### config.mk
export PLATFORM = sky130hd
export DESIGN_NAME = alarm_trigger
export DESIGN_NICKNAME = d
export VERILOG_FILES = /design/src/rtl/alarm_trigger_pkg.sv /design/src/rtl/btn_debounce.sv /design/src/rtl/alarm_trigger.sv
export SDC_FILE = /design/constraint.sdc
export NUM_CORES = 1
export LEC_CHECK = 0
export ABC_AREA = 1
export BUFFER_PORTS_ARGS = -buffer_cell sky130_fd_sc_hd__buf_4
export CAP_MARGIN = 20
export CORE_ASPECT_RATIO = 0.5
export CORE_MARGIN = 1
export CORE_UTILIZATION = 25
export DETAILED_ROUTE_END_ITERATION = 8
export GPL_TIMING_DRIVEN = 0
export HOLD_SLACK_MARGIN = 0.15
export PLACE_DENSITY = 0.4
export REMOVE_ABC_BUFFERS = 1
export SLEW_MARGIN = 20
export SYNTH_ARGS = -nofsm -noshare
export SYNTH_HDL_FRONTEND = slang
export SYNTH_SLANG_ARGS = --single-unit
### constraint.sdc
create_clock -name clk -period 3.5 [get_ports clk]
set_clock_uncertainty 0.2 [all_clocks]
set_input_delay 0.35 -clock clk [delete_from_list [all_inputs] [get_ports clk]]
set_output_delay 0.35 -clock clk [all_outputs]
set_load 0.005 [all_outputs]
### src/rtl/alarm_trigger_pkg.sv
// Shared clock/alarm definitions: time field widths and the alarm FSM state codes.
package alarm_trigger_pkg;

    localparam int unsigned HH_W      = 5;
    localparam int unsigned MM_W      = 6;
    localparam int unsigned SS_W      = 6;
    localparam int unsigned STATE_W   = 2;
    localparam int unsigned SNZ_CNT_W = 2;
    localparam int unsigned SNZ_TMR_W = 10;

    typedef enum logic [STATE_W-1:0] {
        StIdle    = 2'd0,
        StArmed   = 2'd1,
        StRinging = 2'd2,
        StSnooze  = 2'd3
    } alarm_state_e;

endpackage

### src/rtl/btn_debounce.sv
// Raw button -> 2-flop synchronizer -> stable-high counter -> single press pulse per press.
module btn_debounce #(
    parameter int unsigned StableCycles = 5
) (
    input  logic clk,
    input  logic rst_n,
    input  logic btn_i,
    output logic press_o
);

    localparam int unsigned CntW = $clog2(StableCycles + 1);

    logic            sync1_q, sync2_q;
    logic            fired_q, fired_d;
    logic            press_q, press_d;
    logic [CntW-1:0] cnt_q, cnt_d;

    always_ff @(posedge clk) begin
        if (!rst_n) begin
            sync1_q <= 1'b0;
            sync2_q <= 1'b0;
            fired_q <= 1'b0;
            press_q <= 1'b0;
            cnt_q   <= '0;
        end else begin
            sync1_q <= btn_i;
            sync2_q <= sync1_q;
            fired_q <= fired_d;
            press_q <= press_d;
            cnt_q   <= cnt_d;
        end
    end

    // cnt_q holds how many consecutive high samples were already seen; fired blocks re-trigger.
    always_comb begin
        cnt_d   = cnt_q;
        fired_d = fired_q;
        press_d = 1'b0;
        if (!sync2_q) begin
            cnt_d   = '0;
            fired_d = 1'b0;
        end else if (!fired_q) begin
            if (cnt_q == CntW'(StableCycles - 1)) begin
                press_d = 1'b1;
                fired_d = 1'b1;
            end else begin
                cnt_d = cnt_q + CntW'(1);
            end
        end
    end

    assign press_o = press_q;

endmodule

### src/rtl/alarm_trigger.sv
// Alarm clock trigger: arms on enable, rings at alarm time, handles snooze/stop and hourly chime.
module alarm_trigger
    import alarm_trigger_pkg::*;
#(
    parameter int unsigned CLK_HZ      = 25_000_000,
    parameter int unsigned DEBOUNCE_MS = 20,
    parameter int unsigned SNOOZE_MIN  = 5,
    parameter int unsigned MAX_SNOOZE  = 3,
    parameter int unsigned RING_S      = 60
) (
    input  logic                 clk,
    input  logic                 rst_n,
    input  logic                 tick_1hz,
    input  logic [HH_W-1:0]      cur_hh,
    input  logic [MM_W-1:0]      cur_mm,
    input  logic [SS_W-1:0]      cur_ss,
    input  logic [HH_W-1:0]      alm_hh,
    input  logic [MM_W-1:0]      alm_mm,
    input  logic                 alm_en,
    input  logic                 chime_en,
    input  logic                 snooze_btn,
    input  logic                 stop_btn,
    input  logic                 ring_busy,
    output logic                 ring_req,
    output logic                 chime_pulse,
    output logic [STATE_W-1:0]   state,
    output logic [SNZ_CNT_W-1:0] snooze_cnt,
    output logic                 alm_led
);

    localparam int unsigned DebRaw    = DEBOUNCE_MS * CLK_HZ / 1000;
    localparam int unsigned DebCycles = (DebRaw == 0) ? 1 : DebRaw;
    localparam int unsigned RingW     = $clog2(RING_S + 1);

    localparam logic [RingW-1:0]     RingMax = RingW'(RING_S);
    localparam logic [SNZ_TMR_W-1:0] SnzLoad = SNZ_TMR_W'(SNOOZE_MIN * 60);
    localparam logic [SNZ_CNT_W-1:0] SnzMax  = SNZ_CNT_W'(MAX_SNOOZE);

    logic snooze_pulse, stop_pulse;

    btn_debounce #(
        .StableCycles (DebCycles)
    ) u_snooze_deb (
        .clk     (clk),
        .rst_n   (rst_n),
        .btn_i   (snooze_btn),
        .press_o (snooze_pulse)
    );

    btn_debounce #(
        .StableCycles (DebCycles)
    ) u_stop_deb (
        .clk     (clk),
        .rst_n   (rst_n),
        .btn_i   (stop_btn),
        .press_o (stop_pulse)
    );

    alarm_state_e          state_q, state_d;
    logic [SNZ_CNT_W-1:0]  snz_cnt_q, snz_cnt_d;
    logic [RingW-1:0]      ring_tmr_q, ring_tmr_d;
    logic [SNZ_TMR_W-1:0]  snz_tmr_q, snz_tmr_d;
    logic                  ring_req_q, ring_req_d;
    logic                  chime_q, chime_d;

    always_ff @(posedge clk) begin
        if (!rst_n) begin
            state_q    <= StIdle;
            snz_cnt_q  <= '0;
            ring_tmr_q <= '0;
            snz_tmr_q  <= '0;
            ring_req_q <= 1'b0;
            chime_q    <= 1'b0;
        end else begin
            state_q    <= state_d;
            snz_cnt_q  <= snz_cnt_d;
            ring_tmr_q <= ring_tmr_d;
            snz_tmr_q  <= snz_tmr_d;
            ring_req_q <= ring_req_d;
            chime_q    <= chime_d;
        end
    end

    logic             alarm_hit, snooze_ok;
    logic [RingW-1:0] ring_inc;

    always_comb begin
        alarm_hit  = tick_1hz && (cur_hh == alm_hh) && (cur_mm == alm_mm) && (cur_ss == '0);
        snooze_ok  = snz_cnt_q < SnzMax;
        ring_inc   = (ring_tmr_q >= RingMax) ? RingMax : ring_tmr_q + RingW'(1);
        state_d    = state_q;
        snz_cnt_d  = snz_cnt_q;
        ring_tmr_d = ring_tmr_q;
        snz_tmr_d  = snz_tmr_q;
        if (!alm_en) begin
            state_d    = StIdle;
            snz_cnt_d  = '0;
            ring_tmr_d = '0;
            snz_tmr_d  = '0;
        end else begin
            unique case (state_q)
                StIdle: state_d = StArmed;
                StArmed: begin
                    if (alarm_hit) begin
                        state_d    = StRinging;
                        ring_tmr_d = '0;
                        snz_cnt_d  = '0;
                    end
                end
                StRinging: begin
                    if (stop_pulse) begin
                        state_d = StArmed;
                    end else if (snooze_pulse && snooze_ok) begin
                        state_d   = StSnooze;
                        snz_cnt_d = snz_cnt_q + SNZ_CNT_W'(1);
                        snz_tmr_d = SnzLoad;
                    end else if (tick_1hz) begin
                        ring_tmr_d = ring_inc;
                        // Ring timeout behaves like a snooze press until snoozes run out.
                        if (ring_inc == RingMax) begin
                            if (snooze_ok) begin
                                state_d   = StSnooze;
                                snz_cnt_d = snz_cnt_q + SNZ_CNT_W'(1);
                                snz_tmr_d = SnzLoad;
                            end else begin
                                state_d = StArmed;
                            end
                        end
                    end
                end
                StSnooze: begin
                    if (stop_pulse) begin
                        state_d = StArmed;
                    end else if (tick_1hz) begin
                        if (snz_tmr_q <= SNZ_TMR_W'(1)) begin
                            state_d    = StRinging;
                            snz_tmr_d  = '0;
                            ring_tmr_d = '0;
                        end else begin
                            snz_tmr_d = snz_tmr_q - SNZ_TMR_W'(1);
                        end
                    end
                end
                default: state_d = StIdle;
            endcase
        end
    end

    // Chime is suppressed whenever the bell is (or is about to be) ringing.
    always_comb begin
        ring_req_d = (state_d == StRinging);
        chime_d    = tick_1hz && (cur_mm == '0) && (cur_ss == '0) && chime_en && !ring_busy &&
                     (state_q != StRinging) && (state_d != StRinging);
    end

    assign ring_req    = ring_req_q;
    assign chime_pulse = chime_q;
    assign state       = state_q;
    assign snooze_cnt  = snz_cnt_q;
    assign alm_led     = (state_q != StIdle);

endmodule
==> qor.yml, run 1 <==
status:
  outcome: "completed"
synthesis:
  ys_seq_area_frac: 0.325
  synth_area_um2: 4190
  avgSynthCellArea_um2: 6.31
  yosysWarningCount: 0
  synth.distinct_cells: 32
  synthesis.instances: 663
  yosys_register_bits: 68
power:
  p_leak_nw: 1.98
  max-vdd-ir-drop_mv: 0.217
  powerDensity_nw_per_um2: 338
floorplanning:
  die-area_um2: 17300
  row_count: 33
  fp.dieH_um: 93.5
  start_util: 0.255
  die_w_um: 185
  boundaryPins: 43
  core_um2: 16400
routing:
  ant_nets: 0
  num_vias: 4114
  first_iter_violations: 226
  totalWireLength_um: 11000
  routedWlPerCell_um: 11.7
  dr.pass1.iters: 4
  routed_via_density: 4.37
  drc: 0
timing:
  drv_slew: 0
  fin_crit_ns: 2.69
  holdWs_ns: 0.214
  period_share: 0.769
  final.setup.tns_ns: 0
  rsz0062_at_grt: "no"
  hold_viol: 0
  fmax_mhz: 372
  tightest_slew_ns: 0.933
  setup_viol: 0
  relSlewSlack: 0.376
clock_tree:
  clk_latency_ns: 0.34
  clkSinkCount: 68
  cts_resized: 0
  root_buffer: "clkbuf_16"
  ctsHoldBuffers: 9
  htreeDepth: 3
  clk_pin_slew_ns: 0.06
  clockBufferDepth: 2
  tritoncts: "yes"
  numCtsBuffers: 9
  cts_setup_buffers: 0
critical_path:
  crit_buf_inv: 1
  crit_required_ns: 3.50
  critical_path.top_delay_family: "simple AND/OR/NAND/NOR gates"
  cp_slowest_cell: "dfxtp_1"
  worst-path-max-fanout: 22
  critical_path_arrival_ns: 2.69
  cpPeakStageDelay_ns: 0.44
  cp-end-kind: "flip-flop"
  start_kind: "flip-flop"
  worstPathCellList: "ha_1 -> nand2_1 -> nor4_1 -> nand4_1 -> nand2_2 -> inv_1 -> o21ai_0 -> a21oi_1"
  r2r_cells: 8
  critPathKind: "flip-flop to flip-flop"
  crit_cells: 8
layout:
  final_cell_mix: "nand2_1 (199), nor2_1 (85), inv_1 (81)"
  drive_gt1_frac: 0.102
  antennaDiodeCount: 0
  syn_to_final_growth_pct: 21.2
  finish.net_count: 753
  final_common_cell: "nand2_1"
  design_area_um2: 5070
  fillers: 1825
placed_design:
  portBuffers: 42
  place.detailed.hpwl_um: 8160
  placed_cell_area_um2: 4720
  globalplace.congestion: 0.865
global_route:
  grt_pass1_vias: 3829
  grt_util_all_layers: 0.137
  grt-ovfl-total: 0
  grt_max_degree: 23
  grt_pass1_wl_um: 18800
  antenna_found_initial: 0
worst_hold_path:
  whs_path_depth: 2
  hold_path.class: "flip-flop to flip-flop"
job:
  cap_violations: 0
[logic make-up (layout without fill, tap and decap cells)]
| kind of cell | count (synthesis) | count (layout) | share of synthesized area |
|---|---|---|---|
| buffers and inverters | 100 | 151 | 0.0947 |
| xor gates and xnor gates | 35 | 35 | 0.0732 |
| DFF | 68 | 68 | 0.325 |
| adders and majority gates | 7 | 7 | 0.0209 |
| and+or+nand+nor | 380 | 380 | 0.392 |
| AOI/OAI and AO/OA | 73 | 73 | 0.0938 |
[cell type report]
class,count,area [um2],area share
Timing Repair Buffer,52,417,0.0821
Tap cell,227,284,0.0560
Multi-Input combinational cell,495,2430,0.479
Sequential cell,68,1360,0.268
Clock inverter,6,41.3,0.00814
Inverter,84,315,0.0621
Clock buffer,9,225,0.0444
[state kept, by name (all words and copies together) (netlist names)]
| register | count |
|---|---|
| state | 2 |
| u_stop_deb.cnt_q | 19 |
| u_snooze_deb.fired_q | 1 |
| u_stop_deb.press_o | 1 |
| ring_tmr_q | 6 |
| ring_req | 1 |
| u_stop_deb.sync1_q | 1 |
| chime_pulse | 1 |
| u_snooze_deb.cnt_q | 19 |
| u_snooze_deb.press_o | 1 |
| snz_tmr_q | 10 |
| u_stop_deb.sync2_q | 1 |
| u_stop_deb.fired_q | 1 |
| u_snooze_deb.sync2_q | 1 |
| u_snooze_deb.sync1_q | 1 |
| snooze_cnt | 2 |
[cell usage after synthesis (all sizes together)]
master,instances,share of area
a31oi,2,0.0030
nor3b,1,0.0018
a21oi,48,0.057
nand4,24,0.036
nand2,201,0.18
nand3b,3,0.0054
xor2,25,0.052
o21a,1,0.0018
nor3,22,0.029
nand3,31,0.044
dfxtp,68,0.33
a21boi,1,0.0027
clkbuf,8,0.0072
xnor2,10,0.021
and2,1,0.0015
o21ai,20,0.024
inv,83,0.074
nor2,89,0.082
ha,7,0.021
nor4,8,0.012
o31ai,1,0.0051
buf,8,0.012
clkinv,1,0.00090
[final timing paths]
| check | start | endpoint | slack (ns) |
|---|---|---|---|
| setup / recovery | u_snooze_deb.cnt_q[0] | u_snooze_deb.cnt_q[0] | 0.81 |
| hold / removal | u_stop_deb.sync1_q | u_stop_deb.sync2_q | 0.21 |
| hold reg to reg | u_stop_deb.sync1_q | u_stop_deb.sync2_q | 0.21 |
| setup reg to reg | u_snooze_deb.cnt_q[0] | u_snooze_deb.cnt_q[0] | 0.81 |
[power by group]
group          switching (W)  total [W]  internal (W)
Combinational      0.0000422  0.0000874     0.0000453
Sequential        0.00000381   0.000782      0.000778
Clock               0.000369   0.000844      0.000475
Total               0.000415    0.00171       0.00130
[layer usage]
metal  GRT usage  share of wire
met5           0              0
met4      0.0379          0.011
met3      0.0292          0.029
met2       0.213           0.42
met1       0.190           0.54
[worst min-delay path: stages (launching register included)]
cell and delay, ns:
dfxtp_1 0.30, nand2_1 0.04, inv_1 0.04
[through the flow]
step                setup slack, ns  instances  total power, W   util
global placement              0.228        916        0.000881  0.287
floorplan                      1.14        647        0.000832      -
finish                        0.809        941         0.00171  0.310
global route                  0.488        941         0.00179  0.310
CTS                           0.777        941         0.00175  0.310
detailed placement            0.798        917        0.000881  0.288
Note: power is estimated with default switching activity, not from simulation.
==> run 2, diff against run 1 <==
--- a/config.mk
+++ b/config.mk
@@ -5,7 +5,7 @@
 export SDC_FILE = /design/constraint.sdc
 export NUM_CORES = 1
 export LEC_CHECK = 0
-export ABC_AREA = 1
+export ABC_AREA = 0
 export BUFFER_PORTS_ARGS = -buffer_cell sky130_fd_sc_hd__buf_4
 export CAP_MARGIN = 20
 export CORE_ASPECT_RATIO = 0.5
@@ -14,7 +14,7 @@
 export DETAILED_ROUTE_END_ITERATION = 8
 export GPL_TIMING_DRIVEN = 0
 export HOLD_SLACK_MARGIN = 0.15
-export PLACE_DENSITY = 0.4
+export PLACE_DENSITY = 0.41
 export REMOVE_ABC_BUFFERS = 1
 export SLEW_MARGIN = 20
 export SYNTH_ARGS = -nofsm -noshare
==> constraint.sdc (replaced) <==
create_clock -name clk -period 2.5 [get_ports clk]
set_clock_uncertainty 0.2 [all_clocks]
set_input_delay 0.25 -clock clk [delete_from_list [all_inputs] [get_ports clk]]
set_output_delay 0.25 -clock clk [all_outputs]
set_load 0.005 [all_outputs]
==> qor.yml, run 2 <==
routing:
  dr.pass1.iters: 5
  drc: 0
  num_vias: 3475
  ant_nets: 0
  totalWireLength_um: 9530
  routed_via_density: 4.92
  routedWlPerCell_um: 13.5
  first_iter_violations: 208
critical_path:
  crit_required_ns: 2.51
  crit_buf_inv: 0
  cp_slowest_cell: "or4_4"
  critical_path.top_delay_family: "compound AO/OA/AOI/OAI gates"
  crit_cells: 6
  start_kind: "flip-flop"
  critical_path_arrival_ns: 2.32
  cp-end-kind: "flip-flop"
  cpPeakStageDelay_ns: 0.56
  critPathKind: "flip-flop to flip-flop"
  r2r_cells: 6
  worstPathCellList: "ha_2 -> xnor2_1 -> o32a_1 -> or4_4 -> a21oi_1 -> o32ai_1"
  worst-path-max-fanout: 6
synthesis:
  muxShareOfSynthArea: 0.0292
  ys_seq_area_frac: 0.361
  synth_common_cells: "dfxtp_1 (68), nand2_1 (54), nor2_1 (45)"
  synth-main-ff-cell: "dfxtp_1"
  synthXorXnorAreaFrac: 0.0697
  synthesis.instances: 451
  synth_top_family_by_area: "simple AND/OR/NAND/NOR gates"
  avgSynthCellArea_um2: 8.35
  synth_area_um2: 3770
  synth_top_area_frac: 0.361
  yosysWarningCount: 0
  synth.distinct_cells: 63
  yosysTopAreaCell: "dfxtp_1"
  synth.most_common_cell: "dfxtp_1"
  async_flop_share: 0
  synth-compound-area-share: 0.189
  synth.area.top_cells: "dfxtp_1 (36%), xnor2_1 (6.5%), nand2_1 (5.4%), nor2_1 (4.5%), a21oi_1 (3.5%)"
  yosys_register_bits: 68
  synthAdderAreaFrac: 0.0232
  synthSimpleGateAreaFrac: 0.296
  synth_edf_count: 0
global_route:
  top_usage_layer: "met2"
  antenna_found_initial: 0
  grt_max_degree: 20
  use_met1: 0.166
  met2_usage: 0.198
  use_met3: 0.0361
  grt_util_all_layers: 0.125
  grt_pass1_vias: 3137
  grt-ovfl-total: 0
  grt_pass1_wl_um: 15500
layout:
  finish.net_count: 546
  syn_to_final_growth_pct: 26.4
  antennaDiodeCount: 0
  final_common_cell: "dfxtp_1"
  reg_top3: "u_snooze_deb.cnt_q: 19 flops, u_stop_deb.cnt_q: 19 flops, snz_tmr_q: 10 flops"
  final_cell_mix: "dfxtp_1 (67), nand2_1 (54), nor2_1 (45)"
  drive_gt1_frac: 0.171
timing:
  setup_viol: 0
  drv_slew: 0
  relSlewSlack: 0.444
  hold_viol: 0
  rsz0062_at_grt: "no"
  fin_ws_ns: 0.190
  fin_crit_ns: 2.31
  fmax_mhz: 433
  tightest_slew_ns: 0.826
  period_share: 0.924
status:
  outcome: "completed"
floorplanning:
  boundaryPins: 43
  start_util: 0.258
  fp.dieH_um: 88.8
  die_w_um: 176
  row_count: 31
  die-area_um2: 15600
  core_um2: 14600
job:
  cap_violations: 0
power:
  powerDensity_nw_per_um2: 550
  p_total_w: 0.00262
  p_leak_nw: 1.74
  max-vdd-ir-drop_mv: 0.334
placed_design:
  dp_slack_ns: 0.0618
  portBuffers: 42
  globalplace.congestion: 0.783
  place.detailed.hpwl_um: 6710
clock_tree:
  htreeDepth: 3
  clkSinkCount: 68
  root_buffer: "clkbuf_16"
  clockBufferDepth: 2
  clk_pin_slew_ns: 0.06
  clk_latency_ns: 0.34
  tritoncts: "yes"
  numCtsBuffers: 9
worst_hold_path:
  hold_path.class: "flip-flop to flip-flop"
  whs_path_depth: 1
[run 2: cell types whose count changed after synthesis, moves of 9 or more]
cell     change
mux2i_1     +11
o21ai_0     -11
a31oi_1     +13
xnor2_1     +18
xor2_1      -23
inv_1       -69
nor3_1       -9
a21oi_1     -22
nor2_1      -41
nand3_1     -13
nand2_1    -145
[run 2: cells by family (layout without fill, tap and decap cells)]
group	after synthesis	in the layout
and+or+nand+nor	206	206
AOI/OAI and AO/OA	100	100
DFF	68	68
xor gates and xnor gates	30	30
buffers and inverters	29	86
muxes	11	11
adders and majority gates	7	7
[run 2: where the power goes]
| group | switching (W) | total, W | internal [W] | leakage, nW |
|---|---|---|---|---|
| Sequential | 0.00000462 | 0.00109 | 0.00109 | 0.549 |
| Clock | 0.000524 | 0.00140 | 0.000879 | 0.148 |
| Combinational | 0.0000502 | 0.000122 | 0.0000719 | 1.04 |
[run 2: layout make-up]
type / count / area, um2
fillers: 1538 / 9820
multi-input cells: 354 / 2310
flip-flops and latches: 68 / 1360
repair buffers: 58 / 475
well taps: 198 / 248
clock buffers: 9 / 225
clock inverters: 7 / 100
inverters: 12 / 45.0
[run 2: per-layer routing]
layer / share of wire / vias to the layer above
met5: 0 / -
li1: - / 1787
met2: 0.46 / 41
met3: 0.032 / 9
met4: 0.0096 / 0
met1: 0.50 / 1638
[run 2: final timing paths]
path	slack [ns]	end	startpoint
setup / recovery	0.19	snz_tmr_q[3]	ring_tmr_q[1]
hold / removal	0.24	u_snooze_deb.sync2_q	u_snooze_deb.sync1_q
setup reg to reg	0.19	snz_tmr_q[3]	ring_tmr_q[1]
hold reg to reg	0.24	u_snooze_deb.sync2_q	u_snooze_deb.sync1_q
[run 2: timing repair]
action,4_1_cts,5_1_grt
hold buffers,16,0
buffers inserted,0,0
endpoints found under the setup margin,0,15
endpoints found under the hold margin,5,0
resized for setup,0,5
[run 2: per-stage QoR]
| step | std cells | cell area, um2 | util | setup TNS (ns) | hold slack, ns |
|---|---|---|---|---|---|
| 6_report | 706 | 4760 | 0.327 | 0 | 0.238 |
| 5_1_grt | 706 | 4760 | 0.327 | 0 | 0.248 |
| 4_1_cts | 706 | 4740 | 0.325 | 0 | 0.243 |
| 3_5_place_dp | 674 | 4260 | 0.292 | 0 | 0.229 |
| 3_3_place_gp | 674 | 4260 | 0.292 | -0.00239 | 0.229 |
| 2_1_floorplan | 434 | 3700 | - | 0 | 0.155 |
==> run 3, diff against run 2 <==
--- a/config.mk
+++ b/config.mk
@@ -11,10 +11,12 @@
 export CORE_ASPECT_RATIO = 0.5
 export CORE_MARGIN = 1
 export CORE_UTILIZATION = 25
+export CTS_CLUSTER_DIAMETER = 60
 export DETAILED_ROUTE_END_ITERATION = 8
 export GPL_TIMING_DRIVEN = 0
 export HOLD_SLACK_MARGIN = 0.15
 export PLACE_DENSITY = 0.41
+export RECOVER_POWER = 100
 export REMOVE_ABC_BUFFERS = 1
 export SLEW_MARGIN = 20
 export SYNTH_ARGS = -nofsm -noshare
==> qor.yml, run 3 (synthesis gave the netlist of run 2 again) <==
routing:
  first_iter_violations: 210
  dr.pass1.iters: 5
  ant_nets: 0
  routed_via_density: 4.90
  drc: 0
  routedWlPerCell_um: 13.5
  num_vias: 3460
  totalWireLength_um: 9500
global_route:
  grt_util_all_layers: 0.125
  grt_max_degree: 20
  grt-ovfl-total: 0
  grt_pass1_vias: 3137
  antenna_found_initial: 0
  grt_pass1_wl_um: 15500
layout:
  seq_area_um2: 1360
  fillers: 1546
  multi_input_area_um2: 2300
  antennaDiodeCount: 0
  drive_gt1_frac: 0.159
  finish.net_count: 546
  design_area_um2: 4740
  final_common_cell: "dfxtp_1"
  final_cells: 706
  final_cell_mix: "dfxtp_1 (67), nand2_1 (54), nor2_1 (45)"
  reg_top3: "u_snooze_deb.cnt_q: 19 flops, u_stop_deb.cnt_q: 19 flops, snz_tmr_q: 10 flops"
  syn_to_final_growth_pct: 25.8
floorplanning:
  start_util: 0.258
  core_um2: 14600
  row_count: 31
  fp.dieH_um: 88.8
  boundaryPins: 43
  die-area_um2: 15600
  die_w_um: 176
clock_tree:
  clk_pin_slew_ns: 0.06
  clk_latency_ns: 0.34
  clockBufferDepth: 2
  numCtsBuffers: 9
  htreeDepth: 3
  tritoncts: "yes"
  clkSinkCount: 68
  root_buffer: "clkbuf_16"
  cts_setup_buffers: 0
timing:
  fmax_mhz: 425
  fin_crit_ns: 2.35
  setup_viol: 0
  period_share: 0.942
  tightest_slew_ns: 0.825
  relSlewSlack: 0.445
  hold_viol: 0
  rsz0062_at_grt: "no"
  drv_slew: 0
worst_hold_path:
  whs_path_depth: 1
  min_to: "u_snooze_deb.sync2_q"
  hold_path.class: "flip-flop to flip-flop"
  hp-start: "u_snooze_deb.sync1_q"
placed_design:
  numPlacedInstances: 674
  placed_cell_area_um2: 4260
  portBuffers: 42
  place.detailed.hpwl_um: 6710
  globalplace.congestion: 0.783
job:
  cap_violations: 0
critical_path:
  crit_required_ns: 2.51
  rrSetupSlack_ns: 0.15
  critical_path_arrival_ns: 2.36
  r2r_start: "ring_tmr_q[1]"
  critPathKind: "flip-flop to flip-flop"
  r2r_cells: 6
  critPathLaunch: "ring_tmr_q[1]"
  r2r-end: "snz_tmr_q[3]"
  worst-path-max-fanout: 6
  cp-end-kind: "flip-flop"
  start_kind: "flip-flop"
status:
  outcome: "completed"
power:
  max-vdd-ir-drop_mv: 0.335
  powerDensity_nw_per_um2: 552
  p_leak_nw: 1.72
[run 3: cell count changes in the layout (fill, tap and decap cells not counted), sizes merged]
cell	change
buf	-8
clkbuf	+8
[run 3: timing repair]
action	in CTS	in global routing
hold buffers	16	0
hold endpoints to repair	5	0
endpoints found under the setup margin	0	15
gates resized for setup	0	5
[run 3: metal layers]
layer / up-vias / track usage / part of all wire
met3: 9 / 0.0361 / 0.029
met2: 37 / 0.198 / 0.46
met4: 0 / 0.0379 / 0.0096
li1: 1785 / - / -
met5: - / 0 / 0
met1: 1629 / 0.166 / 0.50
[run 3: how the worst max path moves through the flow]
stage,to,slack (ns)
after floorplan,snz_tmr_q[8],0.30
after global placement,snz_tmr_q[5],-0.002
after detailed placement,snz_tmr_q[8],0.06
after CTS,snz_tmr_q[2],0.05
after global routing,snz_tmr_q[9],0.01
final,snz_tmr_q[3],0.15
[run 3: final cells by class]
type,count,area share
multi-input cells,354,0.485
flip-flops and latches,68,0.287
repair buffers,58,0.0971
well taps,198,0.0523
clock buffers,9,0.0475
clock inverters,7,0.0211
inverters,12,0.00950
[run 3: worst max-delay path, cell delays in order (launching register included)]
cell and delay (ns):
dfxtp_1 0.40, ha_1 0.30, xnor2_1 0.09, o32a_1 0.42, or4_4 0.56, a21oi_1 0.17
o32ai_1 0.10
[run 3: stage by stage]
step                utilization  power (W)  worst slack, ns  hold slack, ns  setup TNS [ns]
floorplan                     -    0.00116            0.303           0.155               0
global placement          0.292    0.00122         -0.00239           0.229        -0.00239
detailed placement        0.292    0.00122           0.0618           0.229               0
CTS                       0.325    0.00265           0.0535           0.243               0
global route              0.325    0.00272           0.0125           0.248               0
finish                    0.325    0.00262            0.145           0.238               0
[run 3: where the power goes]
part           internal (W)  total [W]  switching, W
Clock              0.000879    0.00140      0.000524
Sequential          0.00109    0.00109    0.00000455
Combinational     0.0000708   0.000121     0.0000501
Total               0.00204    0.00262      0.000578
